`src/rtl/cpu_pipe_pkg.sv`:
```
// Shared types for the CPU pipeline stage registers: handshake state encoding,
// performance counter width and the per-stage bundle layouts.
package cpu_pipe_pkg;

  localparam int PERF_CNT_W = 16;

  typedef enum logic [1:0] {
    PS_EMPTY = 2'd0,
    PS_ONE   = 2'd1,
    PS_FULL  = 2'd2
  } pipe_state_t;

  // Stage bundles; each is cast to the WIDTH of the pipe_reg that carries it.
  typedef struct packed {
    logic [31:0] pc;
    logic [31:0] instr;
  } if_id_t;

  typedef struct packed {
    logic        regwrite;
    logic        memwrite;
    logic        halt;
    logic        out_en;
    logic [4:0]  rd;
    logic [31:0] alu_res;
    logic [31:0] wdata;
  } ex_mem_t;

endpackage

```
`src/rtl/flopr.sv`:
```
// Resettable register with load enable; used for the head and skid entries.
module flopr #(
  parameter int W = 8
) (
  input  logic         clk,
  input  logic         reset,
  input  logic         en,
  input  logic [W-1:0] d,
  output logic [W-1:0] q
);

  // NOTE: sequential state uses non-blocking assignments so every flop samples
  // pre-edge values regardless of the order in which always blocks execute.
  always_ff @(posedge clk) begin
    if (reset)   q <= '0;
    else if (en) q <= d;
  end

endmodule

```
`src/rtl/sat_counter.sv`:
```
// Saturating up-counter that adds 0..3 per enabled cycle and sticks at all ones.
module sat_counter #(
  parameter int W = 16
) (
  input  logic         clk,
  input  logic         reset,
  input  logic         en,
  input  logic [1:0]   inc,
  output logic [W-1:0] q
);

  logic [W-1:0] cnt_q;
  logic [W-1:0] cnt_d;
  logic [W:0]   sum;

  always_comb begin
    sum   = {1'b0, cnt_q} + {{(W-1){1'b0}}, inc};
    cnt_d = sum[W] ? '1 : sum[W-1:0];
  end

  always_ff @(posedge clk) begin
    if (reset)   cnt_q <= '0;
    else if (en) cnt_q <= cnt_d;
  end

  assign q = cnt_q;

endmodule

```
`src/rtl/pipe_reg.sv`:
```
// Elastic valid/ready pipeline register between CPU stages, with optional skid
// entry, flush-to-bubble and saturating stall/drop performance counters.
module pipe_reg
  import cpu_pipe_pkg::*;
#(
  parameter int               WIDTH     = 64,
  parameter logic [WIDTH-1:0] CTRL_MASK = '1,
  parameter bit               SKID      = 1'b1
) (
  input  logic                  clk,
  input  logic                  reset,
  input  logic                  flush,
  input  logic                  in_valid,
  output logic                  in_ready,
  input  logic [WIDTH-1:0]      in_dat,
  output logic                  out_valid,
  input  logic                  out_ready,
  output logic [WIDTH-1:0]      out_dat,
  output logic [PERF_CNT_W-1:0] stall_cnt,
  output logic [PERF_CNT_W-1:0] drop_cnt
);

  pipe_state_t      state_q;
  pipe_state_t      state_d;
  logic [WIDTH-1:0] head_q;
  logic [WIDTH-1:0] head_d;
  logic [WIDTH-1:0] skid_q;
  logic             head_en;
  logic             skid_en;
  logic             in_xfer;
  logic [1:0]       live_n;
  logic [1:0]       drop_inc;
  logic             stall_en;

  assign out_valid = (state_q != PS_EMPTY);
  assign in_xfer   = in_valid & in_ready;

  if (SKID) begin : g_skid_ready
    // Registered-state decode only: no out_ready -> in_ready path.
    assign in_ready = (state_q != PS_FULL);
  end else begin : g_pass_ready
    assign in_ready = ~out_valid | out_ready;
  end

  always_ff @(posedge clk) begin
    if (reset) state_q <= PS_EMPTY;
    else       state_q <= state_d;
  end

  // NOTE: every signal driven here gets a default first, so no path through the
  // block leaves one unassigned and no latch can be inferred.
  always_comb begin
    state_d = state_q;
    head_en = 1'b0;
    head_d  = in_dat;
    skid_en = 1'b0;
    if (SKID) begin
      unique case (state_q)
        PS_EMPTY: begin
          if (in_valid) begin
            state_d = PS_ONE;
            head_en = 1'b1;
          end
        end
        PS_ONE: begin
          if (in_valid && out_ready) begin
            head_en = 1'b1;
          end else if (in_valid) begin
            state_d = PS_FULL;
            skid_en = 1'b1;
          end else if (out_ready) begin
            state_d = PS_EMPTY;
          end
        end
        PS_FULL: begin
          if (out_ready) begin
            state_d = PS_ONE;
            head_en = 1'b1;
            head_d  = skid_q;
          end
        end
        default: state_d = PS_EMPTY;
      endcase
    end else begin
      if (in_xfer) begin
        state_d = PS_ONE;
        head_en = 1'b1;
      end else if (out_ready) begin
        state_d = PS_EMPTY;
      end
    end
    // Flush leaves head untouched so its non-control bits survive the bubble.
    if (flush) begin
      state_d = PS_EMPTY;
      head_en = 1'b0;
      skid_en = 1'b0;
    end
  end

  flopr #(.W(WIDTH)) u_head (
    .clk   (clk),
    .reset (reset),
    .en    (head_en),
    .d     (head_d),
    .q     (head_q)
  );

  flopr #(.W(WIDTH)) u_skid (
    .clk   (clk),
    .reset (reset),
    .en    (skid_en),
    .d     (in_dat),
    .q     (skid_q)
  );

  assign out_dat = head_q & (out_valid ? {WIDTH{1'b1}} : ~CTRL_MASK);

  always_comb begin
    unique case (state_q)
      PS_ONE:  live_n = 2'd1;
      PS_FULL: live_n = 2'd2;
      default: live_n = 2'd0;
    endcase
    drop_inc = live_n + {1'b0, in_xfer};
  end

  assign stall_en = out_valid & ~out_ready;

  sat_counter #(.W(PERF_CNT_W)) u_stall_cnt (
    .clk   (clk),
    .reset (reset),
    .en    (stall_en),
    .inc   (2'd1),
    .q     (stall_cnt)
  );

  sat_counter #(.W(PERF_CNT_W)) u_drop_cnt (
    .clk   (clk),
    .reset (reset),
    .en    (flush),
    .inc   (drop_inc),
    .q     (drop_cnt)
  );

endmodule

```
`config.mk`:
```
export PLATFORM = sky130hd
export DESIGN_NAME = pipe_reg
export DESIGN_NICKNAME = d
export VERILOG_FILES = /design/src/rtl/cpu_pipe_pkg.sv /design/src/rtl/flopr.sv /design/src/rtl/sat_counter.sv /design/src/rtl/pipe_reg.sv
export SDC_FILE = /design/constraint.sdc
export NUM_CORES = 1
export LEC_CHECK = 0
export CAP_MARGIN = 30
export CORE_UTILIZATION = 47
export CTS_CLUSTER_SIZE = 30
export DETAILED_ROUTE_END_ITERATION = 8
export PLACE_DENSITY = 0.85
export SYNTH_ARGS = -nofsm -noshare
export SYNTH_HDL_FRONTEND = slang
export SYNTH_SLANG_ARGS = --single-unit
```
`constraint.sdc`:
```
create_clock -name clk -period 7.1 [get_ports clk]
set_input_delay 1.42 -clock clk [delete_from_list [all_inputs] [get_ports clk]]
set_output_delay 1.42 -clock clk [all_outputs]
set_load 0.05 [all_outputs]
```
==> impl_metrics.json <==
{
  "status": "completed",
  "drive_above_1_share": 0.109,
  "vias_per_cell": 5.78,
  "tightestPinTransition_ns": 0.896,
  "worstPathRequired_ns": 5.68,
  "r2r_slack_ns": 3.95,
  "max_stage_delay_ns": 0.87,
  "clk_pin_slew_ns": 0.06,
  "overflow": 0,
  "drt_iter0_markers": 539,
  "yosys_warnings": 0,
  "place_congestion": 0.836,
  "yosys_most_used_dff": "dfxtp_1",
  "track_usage": 0.243,
  "num_antenna_cells": 0,
  "synth_top_cell_by_area": "dfxtp_1",
  "ant_nets": 0,
  "hold_viol_final": 0,
  "ys_types": 49,
  "syn_nets": 937,
  "die_height_um": 130,
  "crit_slowest_cell": "clkdlybuf4s50_1",
  "fin_util": 0.624,
  "setup_violations": 0,
  "grt_pass1_wl_um": 32200,
  "final.fill_count": 1364,
  "post-dp-hpwl_um": 12300,
  "core_sq_um": 15900,
  "end_kind": "output port",
  "clkSinkCount": 162,
  "ys_seq_area_frac": 0.424,
  "fin_tns_setup_ns": 0,
  "postSynthCellCount": 863,
  "synthArstFlopShare": 0,
  "start_util": 0.481,
  "grt_max_degree": 93,
  "cts-root-buf": "clkbuf_16",
  "fp.dieW_um": 130,
  "synth-seq-cells": 162,
  "postCtsSetupBuffers": 0,
  "port_buffers": 166,
  "relSlewSlack": 0.403,
  "numCtsBuffers": 17,
  "hp-class": "reg2reg",
  "cts_tree": "done",
  "io_pins": 167,
  "dr.pass1.iters": 5,
  "post_synth.cell_area_avg_sq_um": 8.86,
  "htree_levels": 4,
  "avgRoutedWirePerCell_um": 16.8,
  "synth_common_cells": "162 x dfxtp_1, 143 x nand2_1, 81 x a21oi_1",
  "cp.arrival_ns": 2.52,
  "critPathMaxFanout": 54,
  "hold_buffers": 0,
  "num_rows": 46,
  "period_share": 0.555,
  "clk_latency_ns": 0.42,
  "wl_um": 20200,
  "cts_buffer_depth": 2,
  "cp-start-kind": "flip-flop",
  "synth_top_area_frac": 0.424,
  "netlist_top_cells_area": "dfxtp_1 42%, mux2i_1 8.6%, a2111oi_0 7.3%",
  "cellPowerDensity_nw_per_um2": 205,
  "path_cells": "or2_2, buf_12, and2_1, clkdlybuf4s50_1",
  "timing.hold.ws_ns": 0.451,
  "area_growth_syn_to_layout_pct": 29.7,
  "timing.fmax_mhz": 254,
  "cap_violations": 0,
  "fin_skew_ns": 0.0126,
  "synth.most_common_cell": "dfxtp_1",
  "slew_violations": 0,
  "critPathKind": "reg2out",
  "rsz0062_at_grt": "no",
  "antenna_found_initial": 0,
  "cts_resized": 0,
  "final_nets": 1050,
  "grt_pass1_vias": 6508,
  "vias": 6951,
  "die-area_sq_um": 16800,
  "drc_errors": 0,
  "crit_buf_inv": 2,
  "cpLargestDelayFamily": "buffers and inverters",
  "p_leak_uw": 0.00377,
  "multiInputGateArea_sq_um": 4050,
  "regArea_sq_um": 3240,
  "fin_crit_ns": 3.94,
  "irDropWorstVdd_mv": 0.153,
  "synth_area_sq_um": 7650,
  "synth-edff-count": 0
}
## metrics by stage
step / setup slack, ns / cells / instance area (sq um) / power, uW
after floorplan: 3.90 / 863 / 7650 / 1100
after global placement: 2.71 / 1169 / 9290 / 1180
after detailed placement: 2.99 / 1172 / 9360 / 1190
after CTS: 2.80 / 1202 / 9900 / 2040
after global routing: 3.03 / 1203 / 9920 / 2100
final: 3.16 / 1203 / 9920 / 2030
## sequential cells by signal (all words and copies together) (netlist names)
signal,flops
state_q,2
u_drop_cnt.q,16
u_head.q,64
u_skid.q,64
u_stall_cnt.q,16
## worst register-to-register path, stage by stage (launching register included)
cell and delay, ns:
dfxtp_1 0.46, nor2b_1 0.36, inv_1 0.15, and2_1 0.19
ha_1 0.18, xnor2_1 0.26, fa_1 0.28, nand3_1 0.23
nor3_1 0.57, nor3b_1 0.26, nor3_1 0.07
## cell usage in the layout, fill, tap and decap left out, types with 3 or more instances in the layout
master           instances
ha_1                     4
nand4_1                  6
clkinv_2                 5
nand2_1                143
nor2_1                  16
a2111oi_0               64
clkbuf_1                 5
nor2b_1                  5
a311oi_1                 4
xor2_1                   4
buf_4                    8
a31oi_1                  9
a21oi_1                 81
and4_1                   4
clkdlybuf4s50_1        164
buf_12                   3
mux2i_1                 66
dfxtp_1                162
and2_1                  65
o21ai_0                  4
xnor2_1                  9
a31o_1                   7
nand3_1                 11
a211oi_1                 5
nor4_1                   3
inv_1                    4
clkbuf_16               17
nor3_1                  14
a31o_2                  57
## final cells by class
type | instances | share of cell area
inverter | 5 | 0.00189
tap | 216 | 0.0272
timing repair buffer | 177 | 0.181
clock inverter | 7 | 0.00858
multi-input combinational | 613 | 0.408
sequential | 162 | 0.327
clock buffer | 23 | 0.0462
## where the power goes
group | switching (uW) | internal [uW] | total [uW]
registers | 15.4 | 937 | 952
clock network | 338 | 520 | 858
logic | 127 | 92.4 | 219
total | 480 | 1550 | 2030
## layer usage
metal | vias to the layer above | part of all wire | track usage
met5 | - | 0 | 0
met4 | 0 | 0.019 | 0.0930
met3 | 29 | 0.044 | 0.0359
met2 | 207 | 0.48 | 0.398
met1 | 3331 | 0.46 | 0.324
li1 | 3384 | - | -
## cell families after synthesis
family	share of synthesized area
and+or+nand+nor	0.183
AOI/OAI and AO/OA	0.232
adders and majority gates	0.00916
DFF	0.424
xor gates and xnor gates	0.0149
buffers and inverters	0.0491
muxes	0.0879
## final timing paths
path | cells past startpoint | endpoint | start
worst max-delay path | 4 | out_dat[12] | state_q[0]
worst min-delay path | 2 | u_skid.q[42] | u_skid.q[42]
worst max register to register | 10 | u_drop_cnt.q[10] | state_q[1]
worst min register to register | 2 | u_skid.q[42] | u_skid.q[42]
(Power assumes the default switching activity.)
